### src/rtl/ntt_stream_ctrl_if.sv
// Stream-in / stream-out / processing-unit bundle for the NTT stream controller.
interface ntt_stream_ctrl_if #(
    parameter int unsigned N = 17,
    parameter int unsigned D = 16
);
    localparam int unsigned W = D * N;

    logic         in_valid;
    logic         in_ready;
    logic [N-1:0] in_data;
    logic         in_inv;

    logic         out_valid;
    logic         out_ready;
    logic [N-1:0] out_data;
    logic         out_last;

    logic [W-1:0] pu_a;
    logic         pu_inv;
    logic         pu_rst;
    logic [W-1:0] pu_an;
    logic         pu_done;

    // Controller view
    modport master (
        input  in_valid, in_data, in_inv, out_ready, pu_an, pu_done,
        output in_ready, out_valid, out_data, out_last, pu_a, pu_inv, pu_rst
    );

    // Environment view (source, sink and processing unit)
    modport slave (
        output in_valid, in_data, in_inv, out_ready, pu_an, pu_done,
        input  in_ready, out_valid, out_data, out_last, pu_a, pu_inv, pu_rst
    );
endinterface

### src/rtl/ntt_stream_ctrl.sv
// Frame controller: gathers D coefficients, runs the PU with a timeout, streams the result out.
module ntt_stream_ctrl #(
    parameter int unsigned N   = 17,
    parameter int unsigned D   = 16,
    parameter int unsigned TMO = 64
) (
    input  logic                    clk,
    input  logic                    rst_n,
    ntt_stream_ctrl_if.master       ctrl_if,
    output logic                    busy_o,
    output logic                    err_o
);
    localparam int unsigned IW = $clog2(D);
    localparam int unsigned CW = $clog2(TMO + 1);
    localparam int unsigned W  = D * N;

    localparam logic [1:0] LOAD   = 2'd0;
    localparam logic [1:0] RUN    = 2'd1;
    localparam logic [1:0] UNLOAD = 2'd2;
    localparam logic [1:0] FLUSH  = 2'd3;

    logic [1:0]    state_q, state_d;
    logic [IW-1:0] idx_q, idx_d;
    logic [CW-1:0] cnt_q, cnt_d;
    logic [W-1:0]  buf_q, buf_d;
    logic          inv_q, inv_d;
    logic          err_q, err_d;
    logic          in_ready_q, in_ready_d;
    logic          out_valid_q, out_valid_d;
    logic [N-1:0]  out_data_q, out_data_d;
    logic          out_last_q, out_last_d;
    logic          pu_rst_q, pu_rst_d;
    logic          busy_q, busy_d;

    logic          in_hs_c;
    logic          out_hs_c;

    assign in_hs_c  = ctrl_if.in_valid & in_ready_q & (state_q == LOAD);
    assign out_hs_c = out_valid_q & ctrl_if.out_ready;

    // State register
    always_ff @(posedge clk or negedge rst_n) begin
        if (!rst_n) begin
            state_q <= LOAD;
        end else begin
            state_q <= state_d;
        end
    end

    // Next state, datapath updates and next values of the registered outputs
    always_comb begin
        state_d = state_q;
        idx_d   = idx_q;
        cnt_d   = cnt_q;
        buf_d   = buf_q;
        inv_d   = inv_q;
        err_d   = err_q;

        case (state_q)
            LOAD: begin
                cnt_d = '0;
                if (in_hs_c) begin
                    buf_d[32'(idx_q) * N +: N] = ctrl_if.in_data;
                    if (idx_q == '0) begin
                        inv_d = ctrl_if.in_inv;
                    end
                    if (idx_q == IW'(D - 1)) begin
                        idx_d   = '0;
                        state_d = RUN;
                    end else begin
                        idx_d = idx_q + IW'(1);
                    end
                end
            end
            RUN: begin
                if (ctrl_if.pu_done) begin
                    buf_d   = ctrl_if.pu_an;
                    cnt_d   = '0;
                    state_d = UNLOAD;
                end else if (cnt_q == CW'(TMO - 1)) begin
                    err_d   = 1'b1;
                    cnt_d   = '0;
                    state_d = FLUSH;
                end else begin
                    cnt_d = cnt_q + CW'(1);
                end
            end
            UNLOAD, FLUSH: begin
                if (out_hs_c) begin
                    if (idx_q == IW'(D - 1)) begin
                        idx_d   = '0;
                        state_d = LOAD;
                    end else begin
                        idx_d = idx_q + IW'(1);
                    end
                end
            end
            default: begin
                state_d = LOAD;
            end
        endcase

        // Outputs follow the state being entered so they line up with it
        in_ready_d  = (state_d == LOAD);
        out_valid_d = (state_d == UNLOAD) || (state_d == FLUSH);
        out_data_d  = (state_d == UNLOAD) ? buf_d[32'(idx_d) * N +: N] : '0;
        out_last_d  = out_valid_d && (idx_d == IW'(D - 1));
        pu_rst_d    = (state_d != RUN);
        busy_d      = (state_d != LOAD);
    end

    // Datapath and output registers
    always_ff @(posedge clk or negedge rst_n) begin
        if (!rst_n) begin
            idx_q       <= '0;
            cnt_q       <= '0;
            buf_q       <= '0;
            inv_q       <= 1'b0;
            err_q       <= 1'b0;
            in_ready_q  <= 1'b0;
            out_valid_q <= 1'b0;
            out_data_q  <= '0;
            out_last_q  <= 1'b0;
            pu_rst_q    <= 1'b1;
            busy_q      <= 1'b0;
        end else begin
            idx_q       <= idx_d;
            cnt_q       <= cnt_d;
            buf_q       <= buf_d;
            inv_q       <= inv_d;
            err_q       <= err_d;
            in_ready_q  <= in_ready_d;
            out_valid_q <= out_valid_d;
            out_data_q  <= out_data_d;
            out_last_q  <= out_last_d;
            pu_rst_q    <= pu_rst_d;
            busy_q      <= busy_d;
        end
    end

    assign ctrl_if.in_ready  = in_ready_q;
    assign ctrl_if.out_valid = out_valid_q;
    assign ctrl_if.out_data  = out_data_q;
    assign ctrl_if.out_last  = out_last_q;
    assign ctrl_if.pu_a      = buf_q;
    assign ctrl_if.pu_inv    = inv_q;
    assign ctrl_if.pu_rst    = pu_rst_q;
    assign busy_o            = busy_q;
    assign err_o             = err_q;

endmodule

### src/flat_wrapper.sv
// flat-port wrapper written by rule: the top's interface ports become plain ports
module ntt_stream_ctrl_flat 
#(
    parameter int unsigned N   = 17,
    parameter int unsigned D   = 16,
    parameter int unsigned TMO = 64
)
  (clk, rst_n, busy_o, err_o, ctrl_if_in_valid, ctrl_if_in_data, ctrl_if_in_inv, ctrl_if_out_ready, ctrl_if_pu_an, ctrl_if_pu_done, ctrl_if_in_ready, ctrl_if_out_valid, ctrl_if_out_data, ctrl_if_out_last, ctrl_if_pu_a, ctrl_if_pu_inv, ctrl_if_pu_rst);
  ntt_stream_ctrl_if #(.N(N), .D(D)) ctrl_if_i ();
  input  logic clk;
  input  logic rst_n;
  output logic busy_o;
  output logic err_o;
  input wire logic [$bits(ctrl_if_i.in_valid)-1:0] ctrl_if_in_valid;
  input wire logic [$bits(ctrl_if_i.in_data)-1:0] ctrl_if_in_data;
  input wire logic [$bits(ctrl_if_i.in_inv)-1:0] ctrl_if_in_inv;
  input wire logic [$bits(ctrl_if_i.out_ready)-1:0] ctrl_if_out_ready;
  input wire logic [$bits(ctrl_if_i.pu_an)-1:0] ctrl_if_pu_an;
  input wire logic [$bits(ctrl_if_i.pu_done)-1:0] ctrl_if_pu_done;
  output wire logic [$bits(ctrl_if_i.in_ready)-1:0] ctrl_if_in_ready;
  output wire logic [$bits(ctrl_if_i.out_valid)-1:0] ctrl_if_out_valid;
  output wire logic [$bits(ctrl_if_i.out_data)-1:0] ctrl_if_out_data;
  output wire logic [$bits(ctrl_if_i.out_last)-1:0] ctrl_if_out_last;
  output wire logic [$bits(ctrl_if_i.pu_a)-1:0] ctrl_if_pu_a;
  output wire logic [$bits(ctrl_if_i.pu_inv)-1:0] ctrl_if_pu_inv;
  output wire logic [$bits(ctrl_if_i.pu_rst)-1:0] ctrl_if_pu_rst;
  assign ctrl_if_i.in_valid = ctrl_if_in_valid;
  assign ctrl_if_i.in_data = ctrl_if_in_data;
  assign ctrl_if_i.in_inv = ctrl_if_in_inv;
  assign ctrl_if_i.out_ready = ctrl_if_out_ready;
  assign ctrl_if_i.pu_an = ctrl_if_pu_an;
  assign ctrl_if_i.pu_done = ctrl_if_pu_done;
  assign ctrl_if_in_ready = ctrl_if_i.in_ready;
  assign ctrl_if_out_valid = ctrl_if_i.out_valid;
  assign ctrl_if_out_data = ctrl_if_i.out_data;
  assign ctrl_if_out_last = ctrl_if_i.out_last;
  assign ctrl_if_pu_a = ctrl_if_i.pu_a;
  assign ctrl_if_pu_inv = ctrl_if_i.pu_inv;
  assign ctrl_if_pu_rst = ctrl_if_i.pu_rst;
  ntt_stream_ctrl #(.N(N), .D(D), .TMO(TMO)) u_core (.clk(clk), .rst_n(rst_n), .ctrl_if(ctrl_if_i), .busy_o(busy_o), .err_o(err_o));
endmodule
### config.mk
export PLATFORM = sky130hd
export DESIGN_NAME = ntt_stream_ctrl_flat
export DESIGN_NICKNAME = d
export VERILOG_FILES = /design/src/rtl/ntt_stream_ctrl_if.sv /design/src/rtl/ntt_stream_ctrl.sv /design/src/flat_wrapper.sv
export SDC_FILE = /design/constraint.sdc
export NUM_CORES = 1
export LEC_CHECK = 0
export BUFFER_PORTS_ARGS = -buffer_cell sky130_fd_sc_hd__buf_2
export CORE_AREA = 2 2 230 232
export CTS_BUF_LIST = sky130_fd_sc_hd__clkbuf_4
export DETAILED_ROUTE_END_ITERATION = 16
export DIE_AREA = 0 0 232 234
export PLACE_DENSITY_LB_ADDON = 0.15
export SYNTH_ARGS = -nofsm -noshare
export SYNTH_HDL_FRONTEND = slang
export SYNTH_SLANG_ARGS = --single-unit
### constraint.sdc
create_clock -name clk -period 10.6 [get_ports clk]
set_input_delay 2.65 -clock clk [delete_from_list [all_inputs] [get_ports clk]]
set_output_delay 2.65 -clock clk [all_outputs]
set_load 0.02 [all_outputs]
==> summary.md, run 1 <==
| Metric | Value |
|---|---|
| Synth Register Bits | `309` |
| Async S/R FF share, synth | `100%` |
| Clk_lat worst skew | `0.90 ns` |
| Final Hold Fails | `0` |
| # fillers | `5,326` |
| Site Rows | `84` |
| Hold depth | `1` |
| Die area | `0.0543 sq mm` |
| Slack of the critical path | `4.59 ns` |
| Starting DRT DRC Count | `2,599` |
| Max Freq | `0.166 GHz` |
| CTS tree | `done` |
| H-tree level count | `3` |
| Detailed-route DRC error count | `0` |
| Hold buffers post-CTS | `0` |
| Vias/cell | `6.53` |
| Synth-to-Final Area Change | `28.3%` |
| Post-CTS resize count | `0` |
| GRT met3 Usage | `10.6%` |
| Fin util | `42.5%` |
| I/O pin count | `591` |
| Setup TNS | `0 ns` |
| Max Slew Vio Count | `0` |
| CTS buffer count | `91` |
| WL final | `116,000 um` |
| Largest cells by area after synthesis | `dfrtp_1 (45%), o22ai_1 (5.7%), nand2_1 (4.8%)` |
| Final period util | `56.7%` |
| Setup bufs post-CTS | `0` |
| Antenna Nets Post-Route | `0` |
| CP Buf/Inv Count | `3` |
| GR peak layer | `met2` |
| Slew of the pin with the lowest slew margin | `1.30 ns` |
| Power Total | `8.62 mW` |
| Synth top area share | `44.7%` |
| Drt wl/cell | `35.8 um` |
| Synth Cell Area | `0.0172 sq mm` |
| Met1 usage | `54.2%` |
| CP required | `11.42 ns` |
| Met2 Use GR | `63.2%` |
| Layout cells sized above 1 | `36.6%` |
| Pwr per Cell Area | `390 mW/mm^2` |
| Vias in the first global route | `20,587` |
| Core area | `0.0520 sq mm` |
| First-pass GRT wire length | `158,000 um` |
| Worst path cell trace | `buf_2 -> nand4bb_1 -> nand3_1 -> and2_2 -> inv_2 -> nand2_1 -> buf_4 -> o22ai_1 -> or3_1 -> a21boi_0 -> a211o_1` |
| NumNets Final | `2,788` |
| Post-synthesis sequential area ratio | `44.8%` |
| Crit Path Category | `in -> reg` |
| Critical Path Stages | `11` |
| Critical path arrival | `6.83 ns` |
| DIE HEIGHT | `234 um` |
| Maximum resistive drop on vdd | `0.159 mV` |
| Router iterations before antenna repair | `7` |
| Largest net degree at the start of global routing | `147` |
| Clock Skews | `0.0766 ns` |
| Total grt overflow | `0` |
| Hold Worst Slack | `0.503 ns` |
| Post-synthesis net count | `2,231` |
| Clk slew on worst S/H paths | `0.06 ns` |
| RSZ-0062 raised after global routing | `no` |
| Nature of the critical path startpoint | `input port` |
| Top delay family on crit path | `simple AND/OR/NAND/NOR gates` |
| Gpl congestion | `0.979` |
| Root Driver | `clkbuf_4` |
| P_leak | `9.58 nW` |
| Leading area contributor after synthesis | `dfrtp_1` |
| CP max FO | `25` |
| Nature of the critical path endpoint | `flip-flop` |
| Post-synthesis cell count | `1,930` |
| Port Buffers | `590` |
| Period minus WS final | `6.01 ns` |
| # setup viols final | `0` |
| Synth unique cells | `83` |
| Routed via count | `21,155` |
| Ys flop type | `dfrtp_1` |
| R2R depth | `11` |
| Die Wd | `232 um` |
| EDFF count, synth | `0` |
| Post-place setup slack | `3.81 ns` |
| Status | `finished clean` |
| CP max stage cell | `nand4bb_1` |
| Antenna violations before repair | `9` |
| CTS Buffer Depth | `3` |
| Ys Warns | `0` |
| Hold Crit Class | `reg -> reg` |
| Post-Syn Area per Cell | `8.94 sq um` |
| CP peak stage delay | `0.74 ns` |
| Starting density of the core | `33.2%` |
| Gr usage total | `41.5%` |
| Max-cap violations | `0` |
| Rel. slew slack | `13.2%` |
| HPWL Detailed | `84,700 um` |
| Sinks on Clock Net | `309` |
-- through the flow --
| stage | cells | cell area (sq um) |
|---|---|---|
| 4_1_cts | 3234 | 22100 |
| 5_1_grt | 3236 | 22100 |
| 2_1_floorplan | 1930 | 17200 |
| 3_5_place_dp | 3082 | 21000 |
| 6_report | 3241 | 22100 |
| 3_3_place_gp | 3082 | 21000 |
-- Yosys cell counts (25+ instances only) --
cell and instances:
dfrtp_1 308, nand2_1 219, o22ai_1 158, nor2_1 155
clkbuf_1 132, nand3_1 94, a21oi_1 88, nor3_1 70
o21ai_0 70, o221a_2 70, a31oi_1 57, a211oi_1 51
inv_1 33, buf_1 31, o31ai_1 26, buf_2 25
-- worst reg2reg max path: cells and delay by family (launching register included) --
family,cells,cell delay (ns)
compound gates,6,2.16
flops,1,0.96
buf+inv,3,0.66
simple gates,1,0.64
fa+ha+maj,1,0.56
-- worst paths after layout --
kind                                  start                           to  slack [ns]
max                        ctrl_if_in_valid   u_core.ctrl_if.out_data[5]        4.59
min in group asynchronous             rst_n     u_core.ctrl_if.pu_a[155]        1.90
min reg2reg                    u_core.err_o                 u_core.err_o        0.50
max in group asynchronous             rst_n     u_core.ctrl_if.pu_a[212]        7.00
min                            u_core.err_o                 u_core.err_o        0.50
max reg2reg                 u_core.idx_q[0]  u_core.ctrl_if.out_data[15]        5.47
-- registers in the layout (all words and copies together), names as in the netlist --
signal / flops
u_core.ctrl_if.out_valid: 1
u_core.err_o: 1
u_core.idx_q: 4
u_core.ctrl_if.out_data: 17
u_core.ctrl_if.out_last: 1
u_core.busy_o: 1
u_core.ctrl_if.pu_inv: 1
u_core.ctrl_if.pu_a: 272
u_core.state_q: 2
u_core.ctrl_if.in_ready: 1
u_core.ctrl_if.pu_rst: 1
u_core.cnt_q: 7
-- layout by cell type (no fill, tap or decap), drive strengths merged, types with 7 or more instances in the layout --
| cell | n |
|---|---|
| buf | 656 |
| dfrtp | 308 |
| nand2 | 219 |
| o22ai | 158 |
| nor2 | 156 |
| clkbuf | 137 |
| nand3 | 94 |
| a21oi | 88 |
| nor3 | 71 |
| o221a | 70 |
| o21ai | 70 |
| a31oi | 57 |
| a211oi | 51 |
| inv | 37 |
| o31ai | 27 |
| a22oi | 23 |
| nand4 | 21 |
| o22a | 21 |
| o211ai | 17 |
| mux2i | 15 |
| mux2 | 15 |
| and3 | 12 |
| nor4 | 12 |
| nand2b | 11 |
| or3 | 11 |
| o311ai | 11 |
| o21a | 11 |
| and2 | 11 |
| a211o | 10 |
| clkinv | 10 |
| o221ai | 9 |
| a21boi | 8 |
| o2111ai | 8 |
| nor2b | 8 |
| diode | 7 |
| a21o | 7 |
| a221oi | 7 |
-- metal layers --
metal | up-vias | part of all wire, %
li1 | 8576 | -
met5 | - | 0.025
met4 | 4 | 5.5
met1 | 10573 | 39
met3 | 329 | 11
met2 | 1673 | 45
-- kinds of logic after synthesis --
kind of cell / Yosys count / synth area share, %
AOI/OAI and AO/OA: 703 / 29.7
and+or+nand+nor: 647 / 17.2
DFF: 309 / 44.8
buffers and inverters: 227 / 5.22
muxes: 34 / 2.37
adders and majority gates: 6 / 0.435
xor gates and xnor gates: 4 / 0.247
-- report_power, final --
part,switching [mW],internal (mW)
Combinational,3.70,1.45
Sequential,0.562,1.71
Clock,0.590,0.607
-- final cells by class --
| cell class | instances | area, sq um | share of cell area (%) |
|---|---|---|---|
| clock inverter | 15 | 96.3 | 0.435 |
| multi-input combinational | 1394 | 8770 | 39.7 |
| clock buffer | 137 | 1030 | 4.65 |
| tap | 688 | 861 | 3.89 |
| inverter | 35 | 131 | 0.594 |
| sequential | 309 | 7730 | 35.0 |
| timing repair buffer | 656 | 3480 | 15.7 |
| antenna | 7 | 17.5 | 0.0792 |
Note: power is estimated with default switching activity, not from simulation.
==> run 2, diff against run 1 <==
CORE_AREA = 2 2 232 234   (was 2 2 230 232)
DIE_AREA = 0 0 234 236   (was 0 0 232 234)
clock period = 5.62 ns   (was 10.6 ns; I/O delays follow)
==> summary.md, run 2 (synthesized netlist as in run 1, its figures left out) <==
| Metric | Value |
|---|---|
| Status | `finished clean` |
| CTS buffer count | `90 (-1.1%)` |
| Drt wl/cell | `36.4 um (+1.6%)` |
| Worst R2R End | `u_core.ctrl_if.out_data[5]` |
| Root Driver | `clkbuf_4` |
| Max-cap violations | `0 (unchanged)` |
| Die area | `0.0552 sq mm (+1.7%)` |
| Sinks on Clock Net | `309 (unchanged)` |
| Port Buffers | `590 (unchanged)` |
| Final Hold Fails | `0 (unchanged)` |
| CP required | `6.43 ns (-4.99 ns)` |
| Max Freq | `0.221 GHz` |
| CTS tree | `done` |
| CP startpoint | `u_core.state_q[0]` |
| Core area | `0.0531 sq mm (+2.0%)` |
| Router iterations before antenna repair | `8 (+1)` |
| Met1 usage | `55.2% (+1.1 points)` |
| Clk slew on worst S/H paths | `0.07 ns (about the same)` |
| Power Total | `16.3 mW (+89%)` |
| Crit Path Category | `reg -> reg` |
| H-tree level count | `3 (unchanged)` |
| Most frequent cells in the layout | `buf_2 (589), dfrtp_1 (308), nand2_1 (219), o22ai_1 (158), nor2_1 (150)` |
| Largest net degree at the start of global routing | `92 (-37%)` |
| Maximum resistive drop on vdd | `0.262 mV (+65%)` |
| Gpl congestion | `0.975 (-0.46%)` |
| Synth-to-Final Area Change | `29.9%` |
| CP max FO | `16 (-36%)` |
| FF-to-FF setup slack | `1.09 ns (-4.38 ns)` |
| Max Slew Vio Count | `0 (unchanged)` |
| Final Cell Area | `0.0224 sq mm (+1.3%)` |
| Hold Crit Class | `reg -> reg` |
| GRT met3 Usage | `10.2% (-0.36 points)` |
| Pwr per Cell Area | `728 mW/mm^2 (+87%)` |
| Met2 Use GR | `64.8% (+1.6 points)` |
| Total grt overflow | `0 (unchanged)` |
| HPWL Detailed | `89,300 um (+5.4%)` |
| Vias in the first global route | `20,927 (+1.7%)` |
| CTS Buffer Depth | `3 (unchanged)` |
| First-pass GRT wire length | `164,000 um (+3.6%)` |
| Slew of the pin with the lowest slew margin | `1.45 ns (+0.151 ns)` |
| Gr usage total | `42.2% (+0.71 points)` |
| Clk_lat worst skew | `0.89 ns (about the same)` |
| Antenna Nets Post-Route | `0 (unchanged)` |
| Site Rows | `85 (+1.2%)` |
| Period minus WS final | `4.53 ns` |
| NumNets Final | `2,825 (+1.3%)` |
| Commonest non-fill, non-tap cell in the layout | `buf_2` |
| WL final | `120,000 um (+3.0%)` |
| Finished Layout Cells | `3,286 (+1.4%)` |
| I/O pin count | `591 (unchanged)` |
| DP Area | `0.0213 sq mm (+1.6%)` |
| Routed via count | `21,350 (+0.92%)` |
| RSZ-0062 raised after global routing | `no` |
| Hold_sp | `u_core.ctrl_if.pu_inv` |
| Vias/cell | `6.50 (-0.46%)` |
| Number of flip-flops under the largest register name | `272 (unchanged)` |
| Setup crit end | `u_core.ctrl_if.out_data[5]` |
| Slack of the critical path | `1.09 ns (-3.49 ns)` |
| Hold buffers post-CTS | `0 (unchanged)` |
| Clock Skews | `0.0833 ns (+0.00676 ns)` |
| Nature of the critical path endpoint | `flip-flop` |
| Setup TNS | `0 ns (unchanged)` |
| Final period util | `80.5%` |
| Antenna violations before repair | `8 (-1)` |
| Post-CTS resize count | `0 (unchanged)` |
| Worst R2R Start | `u_core.state_q[0]` |
| Starting DRT DRC Count | `2,570 (-1.1%)` |
| Starting density of the core | `32.5% (-0.65 points)` |
| GR peak layer | `met2` |
| Die Wd | `234 um (+0.86%)` |
| Dpl cells | `3,128 (+1.5%)` |
| Post-place setup slack | `0.269 ns (-3.54 ns)` |
| Rel. slew slack | `2.68% (-11 points)` |
| R2R depth | `9 (-2)` |
| DIE HEIGHT | `236 um (+0.85%)` |
| P_leak | `9.76 nW (+1.8%)` |
| Setup bufs post-CTS | `0 (unchanged)` |
| # setup viols final | `0 (unchanged)` |
| Detailed-route DRC error count | `0 (unchanged)` |
| Critical path arrival | `5.34 ns (-1.49 ns)` |
| Layout cells sized above 1 | `37.0% (+0.45 points)` |
| Nature of the critical path startpoint | `flip-flop` |
==> run 2: critical path, cell delays in order (launching register included) <==
cell and delay [ns]:
dfrtp_1 0.67, nor4bb_4 0.72, buf_4 0.37, o2111ai_1 0.33
a21oi_4 0.85, o221a_2 0.39, nor2_1 0.07, or3_1 0.30
a21boi_0 0.57, a211o_1 0.19
==> run 2: final cells by class <==
class / instances / area (sq um)
multi-input combinational: 1394 / 8770
fill: 5508 / 30700
clock inverter: 21 / 78.8
sequential: 309 / 7730
tap: 696 / 871
clock buffer: 132 / 991
antenna: 5 / 12.5
timing repair buffer: 694 / 3820
inverter: 35 / 131
==> run 2: metrics by stage <==
step           util (%)  hold WS, ns
2_1_floorplan         -        0.464
3_3_place_gp       40.2        0.469
3_5_place_dp       40.2        0.476
4_1_cts            42.2        0.507
5_1_grt            42.2        0.518
6_report           42.2        0.501
==> run 2: worst min path at each step <==
| stage | end | depth (start not counted) |
|---|---|---|
| after floorplan | u_core.cnt_q[2] | 1 |
| after global placement | u_core.err_o | 1 |
| after detailed placement | u_core.err_o | 1 |
| after CTS | u_core.ctrl_if.pu_inv | 1 |
| after global routing | u_core.err_o | 1 |
| final | u_core.ctrl_if.pu_inv | 1 |
==> run 2: routing by layer <==
metal	part of all wire (%)	wire length (um)	vias up
met2	45	53400	1670
met3	10	12500	337
met5	0.022	26	-
li1	-	-	8654
met4	5.5	6620	4
met1	39	47000	10685
==> run 2: power breakdown <==
group | leakage, nW | total, mW | switching, mW | internal (mW)
combinational | 5.64 | 9.86 | 6.96 | 2.90
sequential | 3.47 | 4.30 | 1.08 | 3.21
clock | 0.643 | 2.16 | 1.10 | 1.06
